===== config.mk =====
export PLATFORM = sky130hd
export DESIGN_NAME = seven_seg_scan_ctrl
export DESIGN_NICKNAME = d
export VERILOG_FILES = /design/src/rtl/seven_seg_scan_ctrl.sv
export SDC_FILE = /design/constraint.sdc
export NUM_CORES = 1
export LEC_CHECK = 0
export CAP_MARGIN = 15
export CELL_PAD_IN_SITES_DETAIL_PLACEMENT = 1
export CELL_PAD_IN_SITES_GLOBAL_PLACEMENT = 1
export CORE_MARGIN = 2
export CORE_UTILIZATION = 48
export DETAILED_ROUTE_END_ITERATION = 8
export GPL_TIMING_DRIVEN = 0
export PLACE_DENSITY = 0.77
export SLEW_MARGIN = 20
export SYNTH_ARGS = -nofsm -noshare
export SYNTH_HDL_FRONTEND = slang
export SYNTH_SLANG_ARGS = --single-unit
export TNS_END_PERCENT = 30

===== constraint.sdc =====
create_clock -name clk -period 3.7 [get_ports clk]
set_clock_uncertainty 0.1 [all_clocks]
set_input_delay 0.74 -clock clk [delete_from_list [all_inputs] [get_ports clk]]
set_output_delay 0.74 -clock clk [all_outputs]
set_load 0.1 [all_outputs]

===== src/rtl/seven_seg_scan_ctrl.sv =====
// Time-multiplexed 7-segment scan controller with a double-buffered digit file.
// Host writes land in pending[]; active[] is refreshed only at frame boundaries or while idle.
module seven_seg_scan_ctrl #(
  parameter int DIGITS = 4,
  parameter int DWELL  = 40000,
  parameter int BLANK  = 16,
  parameter int CBITS  = 16,
  parameter int ABITS  = 2
) (
  input  logic              clk,
  input  logic              rst,
  input  logic              enable,
  input  logic              wr_valid,
  output logic              wr_ready,
  input  logic [ABITS-1:0]  wr_addr,
  input  logic [6:0]        wr_data,
  output logic [6:0]        segment,
  output logic [DIGITS-1:0] digit_en,
  output logic              frame_done
);

  typedef enum logic [1:0] {S_IDLE, S_BLANK, S_SHOW} state_t;

  localparam logic [CBITS-1:0] BLANK_LAST = CBITS'(BLANK - 1);
  localparam logic [CBITS-1:0] DWELL_LAST = CBITS'(DWELL - 1);
  localparam logic [ABITS-1:0] IDX_LAST   = ABITS'(DIGITS - 1);

  state_t              state_q, state_d;
  logic [CBITS-1:0]    cnt_q, cnt_d;
  logic [ABITS-1:0]    idx_q, idx_d;
  logic [6:0]          pending_q [DIGITS];
  logic [6:0]          pending_d [DIGITS];
  logic [6:0]          active_q  [DIGITS];
  logic [6:0]          active_d  [DIGITS];
  logic [6:0]          seg_q, seg_d;
  logic [DIGITS-1:0]   den_q, den_d;
  logic                fd_q, fd_d;
  logic                frame_end;
  logic                wr_keep;
  logic                commit;

  assign frame_end  = (state_q == S_SHOW) && (cnt_q == DWELL_LAST) && (idx_q == IDX_LAST);
  assign wr_ready   = !frame_end;
  assign wr_keep    = wr_valid && wr_ready && (32'(wr_addr) < DIGITS);

  assign segment    = seg_q;
  assign digit_en   = den_q;
  assign frame_done = fd_q;

  always_comb begin
    for (int unsigned i = 0; i < DIGITS; i++) pending_d[i] = pending_q[i];
    if (wr_keep) pending_d[wr_addr] = wr_data;
  end

  always_comb begin
    state_d = state_q;
    cnt_d   = cnt_q;
    idx_d   = idx_q;
    seg_d   = seg_q;
    den_d   = den_q;
    fd_d    = 1'b0;
    commit  = 1'b0;
    case (state_q)
      S_IDLE: begin
        commit = 1'b1;
        seg_d  = '0;
        den_d  = '0;
        if (enable) begin
          state_d = S_BLANK;
          cnt_d   = '0;
          idx_d   = '0;
        end
      end
      S_BLANK: begin
        if (!enable) begin
          state_d = S_IDLE;
          cnt_d   = '0;
          idx_d   = '0;
          seg_d   = '0;
          den_d   = '0;
        end else if (cnt_q == BLANK_LAST) begin
          state_d       = S_SHOW;
          cnt_d         = '0;
          seg_d         = active_q[idx_q];
          den_d         = '0;
          den_d[idx_q]  = 1'b1;
        end else begin
          cnt_d = cnt_q + 1'b1;
        end
      end
      S_SHOW: begin
        if (!enable) begin
          state_d = S_IDLE;
          cnt_d   = '0;
          idx_d   = '0;
          seg_d   = '0;
          den_d   = '0;
        end else if (cnt_q == DWELL_LAST) begin
          state_d = S_BLANK;
          cnt_d   = '0;
          seg_d   = '0;
          den_d   = '0;
          if (idx_q == IDX_LAST) begin
            idx_d  = '0;
            commit = 1'b1;
            fd_d   = 1'b1;
          end else begin
            idx_d = idx_q + 1'b1;
          end
        end else begin
          cnt_d = cnt_q + 1'b1;
        end
      end
      default: begin
        state_d = S_IDLE;
        cnt_d   = '0;
        idx_d   = '0;
        seg_d   = '0;
        den_d   = '0;
      end
    endcase
  end

  always_comb begin
    for (int unsigned i = 0; i < DIGITS; i++) active_d[i] = commit ? pending_d[i] : active_q[i];
  end

  always_ff @(posedge clk or negedge rst) begin
    if (!rst) begin
      state_q <= S_IDLE;
      cnt_q   <= '0;
      idx_q   <= '0;
      seg_q   <= '0;
      den_q   <= '0;
      fd_q    <= 1'b0;
      for (int unsigned i = 0; i < DIGITS; i++) begin
        pending_q[i] <= '0;
        active_q[i]  <= '0;
      end
    end else begin
      state_q <= state_d;
      cnt_q   <= cnt_d;
      idx_q   <= idx_d;
      seg_q   <= seg_d;
      den_q   <= den_d;
      fd_q    <= fd_d;
      for (int unsigned i = 0; i < DIGITS; i++) begin
        pending_q[i] <= pending_d[i];
        active_q[i]  <= active_d[i];
      end
    end
  end

endmodule


# Word level (Yosys, flattened, before mapping)
# Index checks and enable logic that the tools add are counted.
[totals]
register_bits = 88
in_bits = 13
[op_classes]
eq_ne = 9
reduce_logical = 10
order_cmp = 5
n_bitwise = 2
addsub = 2
muxes = 42
[op_table]
columns = ["operator", "count"]
rows = [
  ["$mux W16", 5],
  ["$mux W7", 7],
  ["$pmux W16 S3", 1],
  ["$bwmux W28", 1],
  ["$mux W28", 1],
  ["$mux W2", 10],
  ["$add A16 B1 Y16 const B", 1],
  ["$eq A16 B16 Y1 const B", 1],
  ["$eq A16 B4 Y1 const B", 1],
  ["$mux W4", 4],
  ["$bmux W7 S2", 1],
  ["$demux W7 S2", 1],
  ["$pmux W7 S2", 1],
  ["$pmux W2 S3", 2],
  ["$pmux W4 S2", 1],
  ["$ge A3 B3 Y1 const B", 2],
  ["$not A2 Y3", 2],
  ["$reduce_and A3 Y1", 2],
  ["$logic_and A1 B1 Y1", 5],
  ["$mux W1", 5],
  ["$eq A2 B2 Y1 const B", 2],
  ["$ne A2 B2 Y1 const B", 2],
  ["$lt A2 B3 Y1 const B", 1],
  ["$lt A3 B1 Y1 const B", 1],
  ["other kinds (10)", 10],
]

# Longest topological paths before layout
[depth]
ltp_word = 7
depth_mapped = 9
mapped_depth_nobuf = 7

# Worst setup path after synthesis
# No wires, ideal clock.
[synth_timing]
kind = "register to register"
startpoint = "register cnt_q[7]"
endpoint = "register active_q[13] (netlist name)"
setup_slack_ps = 418
required_time_ps = 3475
t_arrival_ps = 3057
setup_ps = 125
stages_incl_launch_ff = 9
synth_period_minus_slack_ps = 3282
path_buffers = 3
path_cell_list = "dfrtp_1 > or4_1 > or4_1 > buf_2 > or2_1 > o21bai_2 > buf_4 > buf_6 > mux2_2"
[synth_via]
elab_chain_cells = 6
[synth_lines]
columns = ["element", "line", "text"]
rows = [
  ["start: declaration", "29", "logic [CBITS-1:0] cnt_q, cnt_d;"],
  ["start signal: assignment", "142", "cnt_q <= cnt_d;"],
  ["$eq A16 B16 Y1", "42", "assign frame_end = (state_q == S_SHOW) && (cnt_q == DWELL_LAST) && (idx_q == IDX_LAST);"],
  ["$logic_and A1 B1 Y1 (2 in a row)", "42", ""],
  ["$logic_not A1 Y1", "43", "assign wr_ready = !frame_end;"],
  ["via wr_ready", "14", "output logic wr_ready,"],
  ["$logic_and A1 B1 Y1", "44", "assign wr_keep = wr_valid && wr_ready && (32'(wr_addr) < DIGITS);"],
  ["$mux W28", "52", "if (wr_keep) pending_d[wr_addr] = wr_data;"],
  ["end signal: indexed assignment", "149", "active_q[i] <= active_d[i];"],
  ["end: declaration", "33", "logic [6:0] active_q [DIGITS];"],
]
# The timed path passes the listed nets, and every way through them passes these cells.
# A chain may end at the register's enable or synchronous reset.

# Worst setup path after layout
[layout_timing]
startpoint = "register cnt_q[7]"
endpoint = "output wr_ready"
[layout_via]
elab_chain_cells = 4
[layout_lines]
columns = ["element", "line"]
rows = [
  ["$eq A16 B16 Y1", "42"],
  ["$logic_and A1 B1 Y1 (2 in a row)", "42"],
  ["$logic_not A1 Y1", "43"],
  ["end: declaration", "14"],
]
# No other way between the ends.

==> results.py <==
metrics = {
    "critical_path": {
        "path_max_fanout": 5,
        "cp.depth": 5,
        "start_kind": "flop",
        "regToRegSetupSlack_ps": 600,
        "reg2reg_to": "active_q[23]",
        "endpoint": "wr_ready",
        "end_kind": "primary output",
        "crit_family": "simple AND/OR/NAND/NOR gates",
        "critPathBufInv": 2,
        "cp.arrival_ps": 2630,
        "critPathLaunch": "cnt_q[7]",
        "path_class": "reg2out",
        "timing.rr.start": "cnt_q[7]",
        "rr_worst_depth": 8,
        "cp_cell_sequence": "or4_1, or4_1, buf_2, or2_1, buf_2",
        "critPathRequiredTime_ps": 2860,
        "max_stage_delay_ps": 550,
        "critPathSlowestCell": "or4_1",
    },
    "die": {
        "rows": 33,
        "die_x_microns": 96.06,
        "die_h_microns": 96.06,
        "core-area_sq_mm": 0.008217,
        "die_area_sq_mm": 0.009227,
        "initial_utilization_pct": 49.51,
        "ios": 26,
    },
    "synth": {
        "synth-seq-area-share_pct": 54.14,
        "syn-num-nets": 352,
        "yosysTopAreaCell": "dfrtp_1",
        "synth_most_common_cell": "dfrtp_1",
        "syn_avg_cell_area_sq_um": 12.33,
        "synth_top_cells_by_count": "dfrtp_1 (88), mux2_2 (56), nand2_1 (29)",
        "synth_top_area_share_pct": 54.14,
        "yosys_warnings": 0,
        "synthArstFlopShare_pct": 100.0,
        "ys_top_cells_by_area": "dfrtp_1 (54%), mux2_2 (16%), mux4_2 (3.9%)",
        "synth-edff-count": 0,
        "synth_flop_cell": "dfrtp_1",
        "yosys_register_bits": 88,
        "synth_cell_types": 40,
        "netlist_instances": 330,
        "syn_area_sq_mm": 0.004068,
    },
    "clocking": {
        "clockBufferDepth": 2,
        "cts_tree": "built",
        "clk_latency_ps": 350,
        "htreeDepth": 3,
        "cts_sinks": 88,
        "cts_hold_repair.buffers": 0,
        "cts_buffers": 9,
        "cts_root_buffer": "clkbuf_8",
        "post_cts.repair.setup_buffers": 0,
        "cts.reportedPaths.clkPinSlew_ps": 100,
    },
    "finish": {
        "multi_input_area_sq_mm": 0.001723,
        "n_antenna_cell": 0,
        "seqCellArea_sq_mm": 0.002202,
        "drive_gt1_share_pct": 25.81,
        "n_fill_cell": 860,
        "finalNonFillerCells": 477,
        "area_delta_synth_final_pct": 15.07,
        "nets": 389,
    },
    "sta": {
        "slew_violations": 0,
        "max_freq_mhz": 288.4,
        "max_slew_margin_pct": 35.23,
        "setup_tns_ps": 0,
        "grt_setup_unrepaired": "no",
        "final-hold-violation-count": 0,
        "tightest_slew_ps": 968.5,
        "fin_crit_ps": 3467,
        "final.period_utilization_pct": 93.71,
        "setup_violations": 0,
        "layout_setup_ws_ps": 232.6,
    },
    "route": {
        "drt_iter0_drc": 76,
        "remaining_drc_errors": 0,
        "via_per_inst": 5.677,
        "avgRoutedWirePerCell_microns": 18.57,
        "ant_nets": 0,
        "routed-via-count": 2708,
        "finalWirelength_microns": 8858,
        "first_pass_iters": 4,
    },
    "placement": {
        "place_inst": 461,
        "dp_slack_ps": -48.03,
        "io_buffers": 25,
        "dpl.hpwl_microns": 6395,
        "gp_congestion": 0.7731,
    },
    "grt": {
        "grt_max_degree": 55,
        "grt_overflow": 0,
        "grt_pass1_vias": 2905,
        "grt_antenna_before_repair": 0,
        "grt_usage_pct": 21.53,
        "grt_pass1_wl_microns": 14870,
    },
    "pwr": {
        "finalPower_w": 0.002933,
        "leakagePower_nw": 1.925,
        "ir_drop_v": 0.0003186,
        "p_per_area_mw_per_mm2": 626.6,
    },
    "flow_run": {
        "cap_violations": 0,
    },
    "outcome": {
        "outcome": "complete, no violations",
    },
    "hold_path": {
        "hold_path.class": "in2async",
    },
}
==> final cells by class <==
| type | count | share of cell area [%] |
|---|---|---|
| flip-flops and latches | 88 | 47.05 |
| multi-input cells | 212 | 36.81 |
| repair buffers | 26 | 5.774 |
| clock buffers | 10 | 2.940 |
| well taps | 105 | 2.807 |
| plain buffers | 18 | 2.085 |
| clock inverters | 6 | 1.577 |
| inverters | 12 | 0.9623 |
==> cell families (layout without fill, tap and decap cells) <==
family | after synthesis | count (layout) | share of synthesized area (%)
mux | 65 | 65 | 19.90
simple gates | 85 | 85 | 10.74
fa+ha+maj | 9 | 9 | 2.768
buf+inv | 30 | 72 | 3.506
xor+xnor | 9 | 9 | 1.938
compound gates | 44 | 44 | 7.014
flops | 88 | 88 | 54.14
==> cell usage in the layout, fill, tap and decap left out, drive strengths merged, types with 2 or more instances in the layout <==
master	n
a21oi	10
a31oi	6
and2	3
and3	2
buf	10
clkbuf	21
clkdlybuf4s50	23
clkinv	3
dfrtp	88
ha	9
inv	14
mux2	57
mux4	7
nand2	29
nand3	17
nand4	5
nor2	7
nor3	2
nor4	6
o2111ai	2
o21ai	16
o22ai	5
or3	5
or4	4
xnor2	4
xor2	5
==> stage by stage <==
step	area (sq um)	hold slack, ps	utilization [%]
after floorplan	4068	344.4	-
after global placement	4449	363.7	54.15
after detailed placement	4474	378.7	54.45
after CTS	4687	236.5	57.04
after global routing	4681	247.5	56.97
final	4681	229.3	56.97
==> worst min-delay path by stage <==
stage,startpoint,end,slack [ps],cells after the start
3_5_place_dp,pending_q[22],pending_q[22],380,1
5_1_grt,rst,cnt_q[0],250,1
3_3_place_gp,active_q[26],active_q[26],360,1
4_1_cts,rst,cnt_q[0],240,1
2_1_floorplan,rst,active_q[0],340,0
6_report,rst,cnt_q[0],230,1
==> report_power, final <==
part	switching, W	leakage, nW	internal (W)
Combinational	0.000508	0.713	0.000401
Clock	0.000364	0.107	0.000339
Sequential	0.000114	1.11	0.00121
==> state kept, by name (all words and copies together), names as in the netlist <==
name,flops
active_q,28
cnt_q,16
digit_en,4
frame_done,1
idx_q,2
pending_q,28
segment,7
state_q,2
==> routing by layer <==
layer  routed length, microns  up-vias  track usage, %
met1                     4151     1405           29.18
met5                        0        -               0
met2                     4387       29           35.65
li1                         -     1265               -
met4                      144        0           7.619
met3                      174        9           2.819
==> worst register-to-register path, stage by stage (launching register included) <==
cell and delay [ps]:
dfrtp_1 460, or4_1 550, or4_1 500, buf_2 170
or2_1 280, o21bai_2 130, buf_4 230, buf_6 200
mux2_2 360
==> repair_timing <==
action,in CTS,in global routing
hold endpoints to repair,0,0
resized for setup,3,2
pin swaps,0,0
endpoints found under the setup margin,1,1
Note: power is estimated with default switching activity, not from simulation.
